==> src/rtl/common_pkg.sv <==
// Shared types and constants for the post-run register dump path.
// Holds the dump FSM state encoding and the default stream sync byte.
package common_pkg;

  typedef enum logic [2:0] {
    IDLE,
    HEADER,
    LATCH,
    SEND,
    FINISH
  } dump_state_t;

  localparam logic [7:0] DUMP_HEADER_BYTE = 8'hA5;

endpackage

==> src/rtl/reg_dump_reader.sv <==
// Walks the register file after a test run and streams every register
// out little-endian on a valid/ready byte stream, optionally behind a sync byte.
module reg_dump_reader
  import common_pkg::*;
#(
  parameter int         NUM_REGS    = 32,
  parameter bit         HEADER_EN   = 1'b1,
  parameter logic [7:0] HEADER_BYTE = DUMP_HEADER_BYTE
) (
  input  logic        clk,
  input  logic        rst,
  input  logic        start,
  output logic [4:0]  reg_read_id,
  input  logic [31:0] reg_read_data,
  output logic        out_valid,
  output logic [7:0]  out_data,
  input  logic        out_ready,
  output logic        busy,
  output logic        done
);

  localparam logic [4:0] LAST_ID = 5'(NUM_REGS - 1);

  if (NUM_REGS < 1 || NUM_REGS > 32) begin : g_badNumRegs
    $error("reg_dump_reader: NUM_REGS must be in 1..32");
  end

  dump_state_t r_state;
  dump_state_t w_nextState;
  logic [4:0]  r_index;
  logic [31:0] r_shift;
  logic [1:0]  r_byteCnt;
  logic        w_lastByte;

  assign reg_read_id = r_index;
  assign w_lastByte  = (r_byteCnt == 2'd3);

  // Outputs decode from state only, so out_valid never depends on out_ready.
  always_comb begin
    w_nextState = r_state;
    out_valid   = 1'b0;
    out_data    = 8'h00;
    busy        = 1'b0;
    done        = 1'b0;
    case (r_state)
      IDLE: begin
        if (start) w_nextState = HEADER_EN ? HEADER : LATCH;
      end
      HEADER: begin
        out_valid = 1'b1;
        out_data  = HEADER_BYTE;
        busy      = 1'b1;
        if (out_ready) w_nextState = LATCH;
      end
      LATCH: begin
        busy        = 1'b1;
        w_nextState = SEND;
      end
      SEND: begin
        out_valid = 1'b1;
        out_data  = r_shift[7:0];
        busy      = 1'b1;
        if (out_ready && w_lastByte)
          w_nextState = (r_index == LAST_ID) ? FINISH : LATCH;
      end
      FINISH: begin
        done        = 1'b1;
        w_nextState = IDLE;
      end
      default: w_nextState = IDLE;
    endcase
  end

  always_ff @(posedge clk) begin
    if (rst) begin
      r_state   <= IDLE;
      r_index   <= 5'd0;
      r_shift   <= 32'd0;
      r_byteCnt <= 2'd0;
    end else begin
      r_state <= w_nextState;
      case (r_state)
        IDLE: r_index <= 5'd0;
        LATCH: begin
          r_shift   <= reg_read_data;
          r_byteCnt <= 2'd0;
        end
        SEND: begin
          if (out_ready) begin
            r_shift   <= r_shift >> 8;
            r_byteCnt <= r_byteCnt + 2'd1;
            // Index holds on the final register so reg_read_id stays put until IDLE.
            if (w_lastByte && r_index != LAST_ID) r_index <= r_index + 5'd1;
          end
        end
        default: ;
      endcase
    end
  end

endmodule

==> config.mk <==
export PLATFORM = sky130hd
export DESIGN_NAME = reg_dump_reader
export DESIGN_NICKNAME = d
export VERILOG_FILES = /design/src/rtl/common_pkg.sv /design/src/rtl/reg_dump_reader.sv
export SDC_FILE = /design/constraint.sdc
export NUM_CORES = 1
export LEC_CHECK = 0
export ABC_AREA = 1
export BUFFER_PORTS_ARGS = -buffer_cell sky130_fd_sc_hd__buf_2
export CORE_AREA = 2 2 66 114
export CTS_CLUSTER_DIAMETER = 30
export DETAILED_ROUTE_END_ITERATION = 10
export DIE_AREA = 0 0 68 116
export PLACE_DENSITY = 0.46
export REMOVE_ABC_BUFFERS = 1
export SLEW_MARGIN = 10
export SYNTH_ARGS = -nofsm -noshare
export SYNTH_HDL_FRONTEND = slang
export SYNTH_SLANG_ARGS = --single-unit
export TNS_END_PERCENT = 50
==> constraint.sdc <==
create_clock -name clk -period 4.02 [get_ports clk]
set_input_delay 0.201 -clock clk [delete_from_list [all_inputs] [get_ports clk]]
set_output_delay 0.201 -clock clk [all_outputs]
set_load 0.02 [all_outputs]
After elaboration in Yosys (flattened, before gate mapping)
Cells that the tools add are included. Widths: inputs -> output; s select.

Memory bits (read-only): 0. Memories kept: 0. Latch bits: 0. Register bits: 42. Logic and storage cells: 44. Memory bits (writable): 0. Input port bits: 36. Output and inout port bits: 16.

$lt $le $gt $ge: 0. Bitwise logic cells: 0. Multiplexer cells: 16. Equal/unequal tests: 12. Div/mod/pow operators: 0. Multipliers: 0. $add $sub $neg: 2. Reduce and logical (&&, ||, !) cells: 10. Shift-type cells: 0.

Operators by type and width (count): $pmux 32 s2 (1); $mux 32 (1); $pmux 8 s2 (1); $mux 3 (4); $pmux 3 s4 (1); $mux 5 (2); $ne 2x2->1 const B (5); $pmux 5 s2 (1); $eq 3x2->1 const B (2); $reduce_and 3->1 (2); $add 5x1->5 const B (1); $eq 5x5->1 const B (1); $ne 5x5->1 const B (1); $pmux 2 s2 (1); $reduce_bool 2->1 (2); $eq 3x1->1 const B (1); $eq 3x3->1 const B (1); $logic_not 3->1 (1); $mux 1 (3); $reduce_or 3->1 (1); $add 2x1->2 const B (1); $eq 2x2->1 const B (1); $logic_and 1x1->1 (2); $mux 2 (1); other kinds (2) (2).

Longest topological paths before layout
Depth after elaboration: 5. Gate-level depth with buffers: 11.

Worst setup path before layout
No wires, ideal clock.

Path type: register -> register. From: register r_index[1], in the netlist reg_read_id[1]. To: register r_index[3], in the netlist reg_read_id[3]. Cell stages (with the launch flop): 12. Arrival: 1534 ps. Slack: 2372 ps. Required time: 3906 ps. Period minus slack after synthesis: 1648 ps. Cells stage by stage: dfxtp_1 ha_1 inv_1 nor3_1 ha_1 nor2_1 nand2_1 nand2_1 nand2_1 nand2_1 nand2_1 nor2_1.

Longest elaborated chain between the ends: 4. Elaborated cells on any way between the ends: 8. Those cells by class: add/sub (1); eq/ne (2); mux (3); reduce/logical (2).

RTL lines: start: declaration (line reg_dump_reader.sv:30) `logic [4:0] r_index;`; start signal: assignment (line reg_dump_reader.sv:93) `if (w_lastByte && r_index != LAST_ID) r_index <= r_index + 5'd1;`; $add 5x1->5 or $ne 5x5->1 (tied branches) (line reg_dump_reader.sv:93); $mux 5 or $logic_and 1x1->1 (tied branches) (line reg_dump_reader.sv:93); $mux 5 or $ne 2x2->1 (tied branches); $pmux 5 s2 or $reduce_and 3->1 (tied branches).

Parallel ways exist; a longest one is shown, timed or not. The select of a mux whose other input is x is not followed. A chain may end at the register's enable or synchronous reset.

Final worst setup path
From: register r_state[1]. To: register r_shift[14].

Longest elaborated chain between the ends: 3. Elaborated cells on any way between the ends: 6. Those cells by class: eq/ne (3); mux (1); reduce/logical (2).

RTL lines: start: declaration (line reg_dump_reader.sv:28) `dump_state_t r_state;`; start signal: assignment (line reg_dump_reader.sv:81) `r_state <= w_nextState;`; $eq 3x2->1 (line reg_dump_reader.sv:82) `case (r_state)`; $ne 2x2->1 (no source line) or $reduce_bool 2->1 (tied branches); $reduce_and 2->1 (no source line); end signal: assignment (line reg_dump_reader.sv:85) `r_shift <= reg_read_data;`; end signal: assignment (line reg_dump_reader.sv:90) `r_shift <= r_shift >> 8;`; end: declaration (line reg_dump_reader.sv:31) `logic [31:0] r_shift;`.

Parallel ways exist; a longest one is shown, timed or not.

==> impl_metrics.py <==
metrics = {
    "timing": {
        "setup_viol": 0,
        "skew_ns": 0.00753,
        "tns_ns": 0,
        "max_clock_freq_ghz": 0.383,
        "hold_viol": 0,
        "post-route-period-util": 0.649,
        "maxSlewViolCount": 0,
        "relSlewSlack": 0.430,
        "period_minus_slack_ns": 2.61,
        "worst_slew_pin_slew_ns": 0.855,
        "rsz0062_at_grt": "no",
    },
    "synth": {
        "yosysWarningCount": 0,
        "yosys.area.top_type": "dfxtp_1",
        "synth_cells": 318,
        "avgSynthCellArea_um2": 6.35,
        "yosys-top-cells-area": "dfxtp_1 42%, nand2_1 21%, nor2_1 13%",
        "syn_area_um2": 2020,
        "yosysTopAreaCellShare": 0.417,
        "ys_ff_latch": 42,
        "synth_cell_types": 19,
        "synth.yosys.seq_area_share": 0.417,
    },
    "critical_path": {
        "endpoint_kind": "flip-flop",
        "crit_type": "reg2reg",
        "worstPathCellList": "nand3_2 > o21ai_4 > inv_2 > nor2_1 > nor2_1",
        "worst_ep_arrival_time_ns": 2.78,
        "crit_path_top_delay_cell": "o21ai_4",
        "required_ns": 4.19,
        "crit_top_cell": "nor2_1",
        "critPathMaxStageDelay_ns": 0.79,
        "start_kind": "flip-flop",
        "cp_max_fo": 33,
    },
    "cts": {
        "cts_setup_buffers": 0,
        "cts_resized": 0,
        "hold_buffers": 0,
        "numCtsBuffers": 5,
        "cts_root_buf": "clkbuf_16",
        "clock_insertion_delay_worst_skew_ns": 0.28,
        "clockBufferDepth": 2,
        "tritoncts": "done",
        "clkTransAtPathRegs_ns": 0.06,
        "cts.sinks": 42,
        "h-tree-depth": 2,
    },
    "place": {
        "gp_congestion": 0.763,
        "dpl_cell_area_um2": 2310,
        "dpl.cell_count": 439,
        "dp_hpwl_um": 3520,
        "numPortBuffers": 51,
    },
    "die": {
        "die_y_um": 116,
        "coreArea_um2": 6910,
        "die-area_um2": 7890,
        "die_x_um": 68,
        "rows": 40,
        "ios": 52,
        "initial_utilization": 0.292,
    },
    "power_and_ir_drop": {
        "pwr-share-comb": 0.230,
        "power.switching_w": 0.000394,
        "p_clk_frac": 0.358,
        "power_frac_seq": 0.411,
        "powerDensity_nw_per_um2": 510,
        "p_sw_frac": 0.312,
        "fin_total_pwr_w": 0.00126,
        "ir_drop_uv": 263,
        "p_int_w": 0.000867,
        "leakage_nw": 1.24,
    },
    "drt": {
        "vias": 1988,
        "vias_per_cell": 4.45,
        "drc_errors": 0,
        "routed_wl_um": 5250,
        "ant_nets": 0,
        "firstDrtPassIters": 4,
        "drt_iter0_drc": 86,
        "wl_per_cell_um": 11.7,
    },
    "layout": {
        "finish.instance_area_um2": 2470,
        "layoutNonFillerInstCount": 447,
        "fin_nets": 401,
        "n_antenna_cell": 0,
        "mostFrequentLayoutCell": "nand2_1",
        "syn2layout_area_growth_pct": 22.6,
        "final_layout_size_suffix_gt1_frac": 0.176,
        "nFillCells": 771,
        "mostFrequentLayoutCells": "113 x nand2_1, 69 x nor2_1, 51 x buf_2",
    },
    "global_route": {
        "grt_max_degree": 34,
        "grt_pass1_wl_um": 8630,
        "grt_overflow": 0,
        "grt_antenna_before_repair": 0,
        "grt_pass1_vias": 1917,
        "track_usage": 0.144,
    },
    "hold_path": {
        "hold_class": "in2reg",
    },
    "run": {
        "timing.max_cap.violations": 0,
    },
    "status": {
        "status": "complete, no violations",
    },
}
[layer usage]
metal / up-vias / GRT usage / wire, um
met5: - / 0 / 0
met4: 0 / 0.0600 / 91
met3: 6 / 0.0262 / 189
met1: 877 / 0.163 / 2240
li1: 1072 / - / -
met2: 33 / 0.255 / 2730
[final cells by class]
class,instances,area [um^2],area share
multi-input combinational,243,1030,0.418
inverter,18,67.6,0.0273
timing repair buffer,52,263,0.106
clock buffer,7,133,0.0536
clock inverter,1,30.0,0.0121
sequential,42,841,0.340
tap,84,105,0.0425
[path summary, 6_finish.rpt]
| path | startpoint | end | slack, ns | cells past startpoint |
|---|---|---|---|---|
| worst min-delay path | reg_read_data[26] | r_shift[26]$_SDFFE_PP0P_ | 0.17 | 3 |
| worst min register to register | r_shift[29]$_SDFFE_PP0P_ | r_shift[29]$_SDFFE_PP0P_ | 0.46 | 2 |
| worst max register to register | r_state[1]$_SDFFE_PP0P_ | r_shift[14]$_SDFFE_PP0P_ | 1.41 | 5 |
| worst max-delay path | r_state[1]$_SDFFE_PP0P_ | r_shift[14]$_SDFFE_PP0P_ | 1.41 | 5 |
[power groups by stage]
stage                     clock [W]  combinational (W)  sequential (W)
final                      0.000452           0.000291        0.000519
after global routing       0.000483           0.000335        0.000528
after CTS                  0.000462           0.000296        0.000519
after detailed placement          0           0.000296        0.000527
after global placement            0           0.000295        0.000527
after floorplan                   0           0.000200        0.000521
[critical path: cells and delay by family (launching register included)]
kind,cells,cell delay (ns)
flops,1,0.43
buf+inv,1,0.44
compound gates,1,0.79
simple gates,3,0.83
[per-stage QoR]
step,hold slack [ns],utilization,worst slack (ns)
after global placement,0.451,0.335,1.40
final,0.167,0.358,1.41
after detailed placement,0.452,0.335,1.39
after global routing,0.179,0.358,1.10
after floorplan,0.270,-,2.01
after CTS,0.161,0.358,1.37
[synth_stat cells (all sizes together)]
library cell  number
nand3b             1
a21oi             15
clkbuf             6
nand3              8
buf                9
dfxtp             42
inv               18
nand2            113
nor3               3
nand4              1
o21ai             27
ha                 3
nor2              72
[cell families (layout without fill, tap and decap cells)]
logic type	Yosys count	in the layout	share of synthesized area
fa+ha+maj	3	3	0.0186
compound gates	42	42	0.110
simple gates	198	198	0.383
buf+inv	33	78	0.0719
flops	42	42	0.417
[sequential cells by signal, indices dropped and copies added, names as in the netlist]
name / flops
r_shift: 32
r_state: 3
reg_read_id: 5
r_byteCnt: 2
Note: power is estimated with default switching activity, not from simulation.
